## config.mk

```make
export PLATFORM = sky130hd
export DESIGN_NAME = net_link_arbiter
export DESIGN_NICKNAME = d
export VERILOG_FILES = /design/src/rtl/net_link_arbiter.sv
export SDC_FILE = /design/constraint.sdc
export NUM_CORES = 1
export LEC_CHECK = 0
export BUFFER_PORTS_ARGS = -buffer_cell sky130_fd_sc_hd__buf_2
export CAP_MARGIN = 25
export CORE_UTILIZATION = 30
export CTS_CLUSTER_DIAMETER = 120
export DETAILED_ROUTE_END_ITERATION = 16
export GPL_TIMING_DRIVEN = 0
export HOLD_SLACK_MARGIN = 0.05
export PLACE_DENSITY = 0.5
export REMOVE_ABC_BUFFERS = 1
export SYNTH_ARGS = -nofsm -noshare
export SYNTH_HDL_FRONTEND = slang
export SYNTH_SLANG_ARGS = --single-unit
```

## constraint.sdc

```tcl
create_clock -name ACLK -period 3.6 [get_ports ACLK]
set_clock_uncertainty 0.15 [all_clocks]
set_input_delay 0.72 -clock ACLK [delete_from_list [all_inputs] [get_ports ACLK]]
set_output_delay 0.72 -clock ACLK [all_outputs]
set_load 0.05 [all_outputs]
```

## src/rtl/net_link_arbiter.sv

```systemverilog
// Shares one flit link among NUM_PORTS GPU interfaces. Each port has a small input FIFO.
// A round-robin scheduler drains the FIFOs into a registered valid/ready output stage.
module net_link_arbiter #(
  parameter int NUM_PORTS  = 4,
  parameter int FIFO_DEPTH = 4,
  parameter int FLIT_W     = 16,
  parameter int CNT_W      = 8
) (
  input  logic                          ACLK,
  input  logic                          ARESETn,
  input  logic [NUM_PORTS*FLIT_W-1:0]   in_data,
  input  logic [NUM_PORTS-1:0]          in_valid,
  output logic [NUM_PORTS-1:0]          in_ready,
  output logic [FLIT_W-1:0]             out_data,
  output logic                          out_valid,
  input  logic                          out_ready,
  output logic [$clog2(NUM_PORTS)-1:0]  out_src,
  output logic [NUM_PORTS*CNT_W-1:0]    drop_cnt,
  output logic                          idle
);

  localparam int SRC_W = $clog2(NUM_PORTS);
  localparam int AW    = $clog2(FIFO_DEPTH);
  localparam int CW    = $clog2(FIFO_DEPTH + 1);

  function automatic logic [CNT_W-1:0] sat_inc(input logic [CNT_W-1:0] v);
    return (&v) ? v : v + 1'b1;
  endfunction

  logic [NUM_PORTS-1:0] w_push;
  logic [NUM_PORTS-1:0] w_pop;
  logic [NUM_PORTS-1:0] w_nonempty;
  logic [FLIT_W-1:0]    w_head [NUM_PORTS];

  logic                 w_slot_free;
  logic                 w_grant_vld;
  logic [SRC_W-1:0]     w_grant;
  logic                 w_load;

  logic                 r_vld_p1;
  logic [FLIT_W-1:0]    r_data_p1;
  logic [SRC_W-1:0]     r_src_p1;
  logic [SRC_W-1:0]     r_last;

  // Stage p0: per-port input FIFOs; fullness is always judged on the pre-edge count
  for (genvar i = 0; i < NUM_PORTS; i++) begin : g_port
    logic [FLIT_W-1:0] r_mem [FIFO_DEPTH];
    logic [AW-1:0]     r_wptr;
    logic [AW-1:0]     r_rptr;
    logic [CW-1:0]     r_cnt;
    logic [CNT_W-1:0]  r_drop;
    logic              w_full;

    assign w_full        = (r_cnt == CW'(FIFO_DEPTH));
    assign in_ready[i]   = !w_full;
    assign w_push[i]     = in_valid[i] && !w_full;
    assign w_pop[i]      = w_load && (w_grant == SRC_W'(i));
    assign w_nonempty[i] = (r_cnt != '0);
    assign w_head[i]     = r_mem[r_rptr];
    assign drop_cnt[i*CNT_W +: CNT_W] = r_drop;

    always_ff @(posedge ACLK or negedge ARESETn) begin
      if (!ARESETn) begin
        r_wptr <= '0;
        r_rptr <= '0;
        r_cnt  <= '0;
        r_drop <= '0;
      end else begin
        if (w_push[i]) r_wptr <= r_wptr + 1'b1;
        if (w_pop[i])  r_rptr <= r_rptr + 1'b1;
        unique case ({w_push[i], w_pop[i]})
          2'b10:   r_cnt <= r_cnt + 1'b1;
          2'b01:   r_cnt <= r_cnt - 1'b1;
          default: r_cnt <= r_cnt;
        endcase
        if (in_valid[i] && w_full) r_drop <= sat_inc(r_drop);
      end
    end

    always_ff @(posedge ACLK) begin
      if (w_push[i]) r_mem[r_wptr] <= in_data[i*FLIT_W +: FLIT_W];
    end
  end

  // Round-robin search starting just after the last granted port
  always_comb begin
    w_grant_vld = 1'b0;
    w_grant     = '0;
    for (int k = 1; k <= NUM_PORTS; k++) begin
      int idx;
      idx = (int'(r_last) + k) % NUM_PORTS;
      if (!w_grant_vld && w_nonempty[SRC_W'(idx)]) begin
        w_grant_vld = 1'b1;
        w_grant     = SRC_W'(idx);
      end
    end
  end

  assign w_slot_free = !r_vld_p1 || out_ready;
  assign w_load      = w_slot_free && w_grant_vld;

  // Stage p1: registered output toward the router
  always_ff @(posedge ACLK or negedge ARESETn) begin
    if (!ARESETn) begin
      r_vld_p1  <= 1'b0;
      r_data_p1 <= '0;
      r_src_p1  <= '0;
      r_last    <= SRC_W'(NUM_PORTS - 1);
    end else if (w_slot_free) begin
      if (w_grant_vld) begin
        r_vld_p1  <= 1'b1;
        r_data_p1 <= w_head[w_grant];
        r_src_p1  <= w_grant;
        r_last    <= w_grant;
      end else begin
        r_vld_p1  <= 1'b0;
      end
    end
  end

  assign out_valid = r_vld_p1;
  assign out_data  = r_data_p1;
  assign out_src   = r_src_p1;
  assign idle      = !(|w_nonempty) && !r_vld_p1;

endmodule
```

Word-level counts from Yosys, hierarchy flattened
Memories as Yosys holds them, arrays and structs flattened.
Index checks and enable logic that the tools add are counted.
Storage, ports and cells
  register bits after elaboration: 81
  latch bits: 0
  memory bits (writable): 256
  bits in read-only memories: 0
  bits of input ports: 71
  word-level logic and storage cells: 155
  memories: 4
Operators by class
  add/subtract/negate cells: 24
  multiply operators: 0
  div/mod/pow operators: 0
  $lt $le $gt $ge: 5
  equality and inequality tests: 15
  shift operators: 0
  multiplexer cells: 36
  bitwise gates (word level): 5
  reduce and logical (&&, ||, !) cells: 46
Memories
  g_port[0].r_mem: words 4, width 16, rd ports 1, clocked after Yosys merged registers in 0, wr ports 1, RTL line 47  | logic [FLIT_W-1:0] r_mem [FIFO_DEPTH];
  g_port[1].r_mem: words 4, width 16, rd ports 1, clocked after Yosys merged registers in 0, wr ports 1, RTL line 47
  g_port[2].r_mem: words 4, width 16, rd ports 1, clocked after Yosys merged registers in 0, wr ports 1, RTL line 47
  g_port[3].r_mem: words 4, width 16, rd ports 1, clocked after Yosys merged registers in 0, wr ports 1, RTL line 47
Operator list (number)
  $add A8 B1 Y8 const B: 4
  $bmux W16 S2: 1
  $mux W16: 2
  $reduce_and A8 Y1: 4
  $pmux W3 S2: 4
  $mux W1: 21
  $add A2 B1 Y2 const B: 10
  $logic_and A1 B1 Y1: 17
  $lt A2 B4 Y1 const B: 4
  $add A3 B1 Y3 const B: 4
  $eq A2 B2 Y1 const B: 6
  $eq A3 B3 Y1 const B: 4
  $reduce_bool A3 Y1: 4
  $sub A3 B1 Y3 const B: 4
  $eq A2 B1 Y1 const B: 5
  $reduce_and A2 Y1: 5
  $logic_not A1 Y1: 9
  $bmux W1 S2: 4
  $mux W2: 4
  $reduce_bool A2 Y1: 4
  $add A2 B2 Y2 const B: 2
  $not A1 Y1: 4
  $reduce_or A4 Y1: 1
  $ge A3 B3 Y1 const B: 1
  3 further kinds: 3

Depth between registers and ports, before layout
Gate-level depths: netlist of run 1.
  word-level depth: 18
  mapped depth: 12

Worst setup path after synthesis of run 1
Ideal clock, no wire load.
  path type: reg-to-reg
  from: register g_port[0].r_cnt[2]
  to: register g_port[2].r_cnt[2]
  setup time: 0.079 ns
  arrival: 2.857 ns
  data required time: 3.371 ns
  path slack: 0.514 ns
  cell stages (with the launch flop): 12
  path buffers: 1
  clock period less this slack: 3.086 ns
  cells stage by stage: dfrtp_1 or3_4 and3_1 or4_1 buf_2 nor3_1 ha_1 inv_1 fa_1 xor2_1 nor2_1 xor2_1
Between the ends
  word-level cells in the longest chain between the ends: 18
RTL lines
  start: declaration: RTL line 50  | logic [CW-1:0] r_cnt;
  start signal: assignment: RTL line 72  | 2'b10: r_cnt <= r_cnt + 1'b1;
  start signal: assignment: RTL line 73  | 2'b01: r_cnt <= r_cnt - 1'b1;
  start signal: assignment: RTL line 74  | default: r_cnt <= r_cnt;
  $reduce_bool A3 Y1 *: RTL line 58  | assign w_nonempty[i] = (r_cnt != '0);
  $bmux W1 S2: RTL line 92  | if (!w_grant_vld && w_nonempty[SRC_W'(idx)]) begin
  $mux W1 (not written as such) (2 in series): RTL line 92
  $mux W1: RTL line 92
  $logic_not A1 Y1: RTL line 92
  $logic_and A1 B1 Y1: RTL line 92
  $mux W1: RTL line 92
  $logic_not A1 Y1: RTL line 92
  (+2 left out)
  $logic_not A1 Y1: RTL line 92
  $logic_and A1 B1 Y1: RTL line 92
  $mux W2 or $mux W1 (tied branches): RTL line 92
  $eq A2 B2 Y1 or $logic_and A1 B1 Y1 (tied branches): RTL line 57, 100
  $logic_and A1 B1 Y1 *: RTL line 57  | assign w_pop[i] = w_load && (w_grant == SRC_W'(i));
  via w_pop[2]: RTL line 31  | logic [NUM_PORTS-1:0] w_pop;
  $eq A2 B1 Y1 or $eq A2 B2 Y1 (tied branches): RTL line 71  | unique case ({w_push[i], w_pop[i]})
  $pmux W3 S2 or $reduce_bool A2 Y1 (tied branches)
  end signal: assignment: RTL line 72
  end signal: assignment: RTL line 73
  end signal: assignment: RTL line 74
  end: declaration: RTL line 50
Mark *: on every way through the listed nets, which the timed path passes. The rest lies on a longest branch. The select of a mux whose other input is x is not followed.
A chain may end at the register's enable or synchronous reset.

Final worst setup path of run 1
  from: register g_port[3].r_cnt[2]
  to: output idle
Between the ends
  word-level cells in the longest chain between the ends: 4
RTL lines
  start: declaration: RTL line 50
  start signal: assignment: RTL line 72
  start signal: assignment: RTL line 73
  start signal: assignment: RTL line 74
  $reduce_bool A3 Y1: RTL line 58
  $reduce_or A4 Y1: RTL line 124  | assign idle = !(|w_nonempty) && !r_vld_p1;
  $logic_not A1 Y1: RTL line 124
  $logic_and A1 B1 Y1: RTL line 124
  end: declaration: RTL line 19  | output logic idle
No other way between the ends.

==> results of run 1 <==
synthesized netlist by cell type (18+ instances only):
library cell / instances / area share
edfxtp_1: 256 / 0.56
dfrtp_1: 79 / 0.14
mux4_2: 64 / 0.11
nor2_1: 38 / 0.010
inv_1: 31 / 0.0085
nand2_1: 31 / 0.0085
xnor2_1: 29 / 0.019
ha_1: 24 / 0.022
o21ai_0: 23 / 0.0084
xor2_1: 23 / 0.015
mux2i_1: 19 / 0.014
clkbuf_1: 18 / 0.0049
path summary, 6_finish.rpt:
| check | from | to | cells past startpoint |
|---|---|---|---|
| worst max-delay path | g_port[3].r_cnt[2]$_DFFE_PN0P_ | idle | 4 |
| worst min-delay path | in_data[41] | g_port[2].r_mem[0][9]$_DFFE_PP_ | 1 |
| worst max register to register | g_port[0].r_cnt[2]$_DFFE_PN0P_ | g_port[2].r_cnt[2]$_DFFE_PN0P_ | 10 |
| worst min register to register | out_src[1]$_DFFE_PN0P_ | out_src[1]$_DFFE_PN0P_ | 2 |
| max in group asynchronous | ARESETn | r_last[0]$_DFFE_PN1P_ | 3 |
| min in group asynchronous | ARESETn | g_port[0].r_drop[1]$_DFFE_PN0P_ | 2 |
metrics by stage:
stage	utilization	instance area, um2	worst slack (ns)	total power [uW]
floorplan	-	13540	0.1276	9182
global placement	0.3343	14910	-1.036	10860
detailed placement	0.3396	15150	-0.2779	11170
CTS	0.3680	16410	0.04448	15140
global route	0.3684	16430	0.07747	15690
finish	0.3685	16440	0.2883	14870
power by group through the flow:
stage          logic [uW]  registers, uW  clock network, uW
6_report             5000           5950               3920
3_3_place_gp         4700           6160                  0
2_1_floorplan        2660           6520                  0
3_5_place_dp         5120           6050                  0
5_1_grt              5440           6090               4160
4_1_cts              5150           5970               4020
registers in the layout (all words and copies together), names as in the netlist:
register	flops
out_src	2
g_port.r_wptr	8
g_port.r_rptr	8
g_port.r_drop	32
out_valid	1
g_port.r_cnt	12
r_last	2
g_port.r_mem	256
out_data	16
per-layer routing:
layer	vias to the layer above	share of wire	track usage
met5	-	0.0020	0
met4	8	0.030	0.05343
met3	60	0.045	0.03199
met2	152	0.48	0.2228
met1	3745	0.44	0.1841
li1	3311	-	-
cell families (layout without fill, tap and decap cells):
group | Yosys count | after routing | synth area share
AOI/OAI and AO/OA | 74 | 74 | 0.03759
xor gates and xnor gates | 52 | 52 | 0.03329
adders and majority gates | 28 | 28 | 0.02780
buffers and inverters | 64 | 237 | 0.01875
DFF | 337 | 337 | 0.7102
muxes | 84 | 84 | 0.1201
other | 0 | 1 | 0
and+or+nand+nor | 140 | 140 | 0.05231
worst max-delay path, delay by kind of cell (launching register included):
family / cells / cell delay, ns
simple gates: 3 / 1.17
buf+inv: 1 / 0.27
flops: 1 / 0.46
cell type report:
type,instances,area (um2)
Antenna cell,1,2.502
Clock buffer,53,1091
Clock inverter,17,162.7
Fill cell,4191,28170
Inverter,31,116.4
Multi-Input combinational cell,378,3751
Sequential cell,337,9717
Tap cell,592,740.7
Timing Repair Buffer,136,854.6
timing repair:
item	in CTS	in global routing
endpoints found under the hold margin	22	0
hold buffers	1	0
buffers inserted	0	0
cloned	0	0
gates resized for setup	1	4
endpoints found under the setup margin	4	3
==> run metrics, run 1 <==
vias 7276; fin crit share 0.9199; clk sinks 337; Psw 5335 uW; flop2flop setup slack 0.33 ns; crit path DAT 2.44 ns; post-synthesis instance total 779; antenna viol nets, final 0; setup violators final 0; DR pass1 iterations 5; detailed placer's ending HPWL 21.34 mm; setup TNS 0 ns; critical path launch point type flip-flop; Period minus WS final 3.312 ns; Slew Limit Fails 0; synthesized flop and latch total 337; Gate power share 0.336; All-Layer GR Usage 0.1393; initial antenna violation count 6; TritonCTS clock tree done; input/output buffers 126; Die Y 215.6 um; Slowest-stage cell, CP nor3_1; DRT Wirelength 31.85 mm; io pins 127; RSZ-0062 raised after global routing no; CP cell instances nor3_1 > nand4_1 > nor2_1 > buf_2; Rows 77; Max Cap Violations 0; first-pass GRT wire length 47.52 mm; main flop type after synthesis edfxtp_1; DRT iter0 DRCs 359; Reg power frac 0.400; vias in the first global route 7580; Cell variety after synth 51; commonest non-fill, non-tap cell in the layout edfxtp_1; grt ovf 0; clock network fraction of total power 0.263; largest net degree at the start of global routing 60; Slew @ Worst Pin 0.9724 ns; status completed; clock slew at reported path FFs 0.06 ns; Avg Cell Area, Syn 17.56 um2; most frequent cells in the layout edfxtp_1, buf_2, dfrtp_1; Vias/cell 4.709; Longest Clk Path Bufs 3; CP Data Required Time 2.73 ns; DIE AREA 0.04646 mm2; Crit. End Element output port; P_leak 0.006084 uW; core outline area 0.04461 mm2; RD Place Congestion 0.7163; DRC 0; TritonCTS buffer count 40; Die Wd 215.6 um; critical path start-end classification flip-flop to output port; Hold Vio Cnt, Final 0; Post-synth EDFFs 256; Switching Fraction 0.3587; share of layout cells above drive strength 1 0.2826; Post-synth ARST share 0.2404; crit-path max cell delay 0.66 ns; CTS HTree Levels 2; later-pin clock latency in the skew report 0.55 ns; sequential share of the synthesized area 0.7102; mapped cell area 0.01368 mm2; Pint 9537 uW; Slew HR 0.3496; detail-routed net length per standard cell 20.62 um; Cell Count, Final, Fillers Out 1545; worst hold slack 0.2321 ns; Max IR drop VDD 0.3629 mV; PwrDens 904.9 mW/mm2; f_max 0.3020 GHz; fin nets 1023; Syn. warnings 0; synth-to-layout area growth 20.13%; min-delay worst type input pin to flip-flop; CP Max Fanout 6; root buffer cell clkbuf_16; starting density of the core 0.3067; Placed Cells 1473
(Power assumes the default switching activity.)
==> inputs of run 2 (changes only) <==
REMOVE_ABC_BUFFERS = default   (was 1)
==> run metrics, run 2 (synthesis results as in run 1) <==
Post-DP Area 0.01508 mm2; DRT Wirelength 31.90 mm; TritonCTS buffer count 38; most flop-heavy register g_port.r_mem; CP Max Fanout 10; detail-routed net length per standard cell 20.34 um; All-Layer GR Usage 0.1402; worst hold slack 0.2398 ns; Max Cap Violations 0; Max IR drop VDD 0.3063 mV; Slew HR 0.3316; PwrDens 906.6 mW/mm2; worst-case reg-to-reg path depth 12; most frequent cells in the layout edfxtp_1, buf_2, dfrtp_1; share of layout cells above drive strength 1 0.2715; hold depth 1; Hold Vio Cnt, Final 0; Rows 77; detailed placer's ending HPWL 22.05 mm; max reg flops 256; crit-path max cell delay 0.44 ns; DRT iter0 DRCs 507; Slowest-stage cell, CP dfrtp_1; CTS HTree Levels 2; first-pass GRT wire length 48.07 mm; input/output buffers 126; critical path launch point type flip-flop; RSZ-0062 raised after global routing yes; largest net degree at the start of global routing 48; CP Data Required Time 3.92 ns; R2R Path Start g_port[3].r_cnt[2]$_DFFE_PN0P_; Setup Buffers After CTS 0; DR pass1 iterations 5; critical path start-end classification flip-flop to flip-flop; DIE AREA 0.04646 mm2; Die Y 215.6 um; hold endpoint g_port[1].r_mem[3][0]$_DFFE_PP_; final design area excluding fillers 0.01641 mm2; vias in the first global route 7595; f_max 0.2913 GHz; TritonCTS clock tree done; crit path DAT 3.75 ns; Crit. End Element flip-flop; Period minus WS final 3.433 ns; Vias/cell 4.684; initial antenna violation count 1; io pins 127; n_diodes 0; grt ovf 0; fin crit share 0.9537; vias 7344; Slew Limit Fails 0; Slew @ Worst Pin 0.9995 ns; setup violators final 0; later-pin clock latency in the skew report 0.55 ns; most frequent CP cell xor2_1; CP cell instances or3_1 > clkbuf_1 > a22oi_1 > nand3_1 > buf_4 > nor3_2 > ha_1 > inv_1 > fa_1 > xor2_1 > nor2_1 > xor2_1; P_leak 0.006073 uW; commonest non-fill, non-tap cell in the layout edfxtp_1; Finished Core Util 0.3678; Worst Slack Setup Final 0.1665 ns; min-delay worst type input pin to flip-flop; R2R Path End g_port[2].r_cnt[2]$_DFFE_PN0P_; RD Place Congestion 0.7301; status completed; clk sinks 337; core outline area 0.04461 mm2; Net Count, Synth 878; Worst Setup SP g_port[3].r_cnt[2]$_DFFE_PN0P_; antenna viol nets, final 0; flop2flop setup slack 0.17 ns; Die Wd 215.6 um; starting density of the core 0.3067; DP Worst Slack -0.1023 ns; DRC 0; synth-to-layout area growth 19.93%; setup TNS 0 ns; Longest Clk Path Bufs 3; clock slew at reported path FFs 0.06 ns; beginning of the worst hold path in_data[16]; fin nets 1046; root buffer cell clkbuf_16
## run 2: cell count changes in the layout (fill, tap and decap cells not counted), moves of 2 or more
cell / before / now
clkbuf_1: 10 / 29
buf_2: 125 / 131
clkinv_2: 5 / 3
buf_16: 6 / 1
buf_1: 0 / 7
bufinv_16: 3 / 5
## run 2: layout make-up
class | count | area [um2]
buffer | 33 | 142.6
clock buffer | 53 | 1081
clock inverter | 16 | 210.2
fill | 4196 | 28200
inverter | 31 | 116.4
multi-input combinational | 378 | 3730
sequential | 337 | 9717
tap | 592 | 740.7
timing repair buffer | 128 | 670.6
## run 2: how the worst max path moves through the flow
stage                                     end  slack [ns]  cells after the start
2_1_floorplan  g_port[2].r_cnt[2]$_DFFE_PN0P_        0.51                     11
3_3_place_gp   g_port[2].r_cnt[2]$_DFFE_PN0P_       -0.20                     11
3_5_place_dp   g_port[2].r_cnt[2]$_DFFE_PN0P_       -0.10                     11
4_1_cts        g_port[2].r_cnt[2]$_DFFE_PN0P_        0.14                     12
5_1_grt        g_port[3].r_cnt[2]$_DFFE_PN0P_      -0.002                     12
6_report       g_port[2].r_cnt[2]$_DFFE_PN0P_        0.17                     12
## run 2: per-layer routing
metal	vias up	GRT usage	part of all wire
met3	52	0.03524	0.059
met4	2	0.04374	0.025
met5	-	0	0.00028
met2	162	0.2154	0.47
li1	3366	-	-
met1	3762	0.1948	0.45
## run 2: power by group
| part | leakage, uW | total [uW] | switching [uW] | internal (uW) |
|---|---|---|---|---|
| Combinational | 0.00211 | 5180 | 3300 | 1880 |
| Clock | 0.000629 | 4020 | 1560 | 2460 |
| Sequential | 0.00333 | 5680 | 459 | 5220 |
| Total | 0.00607 | 14900 | 5310 | 9560 |
## run 2: what timing repair did
item	4_1_cts	5_1_grt
hold buffers	1	0
gates resized for setup	2	4
setup endpoints to repair	2	2
hold endpoints to repair	34	0
## run 2: metrics by stage
step,power (uW),instances
after floorplan,9305,779
after global placement,10930,1497
after detailed placement,11010,1498
after CTS,15100,1568
after global routing,15680,1568
final,14880,1568
## run 2: critical path: cells and delay by family (launching register included)
family / cells / cell delay (ns)
AND/OR/NAND/NOR: 4 / 1.06
adder cells (fa/ha/maj): 2 / 0.63
buffers and inverters: 3 / 0.57
flip-flops: 1 / 0.44
XOR/XNOR: 2 / 0.30
AO/OA/AOI/OAI: 1 / 0.19
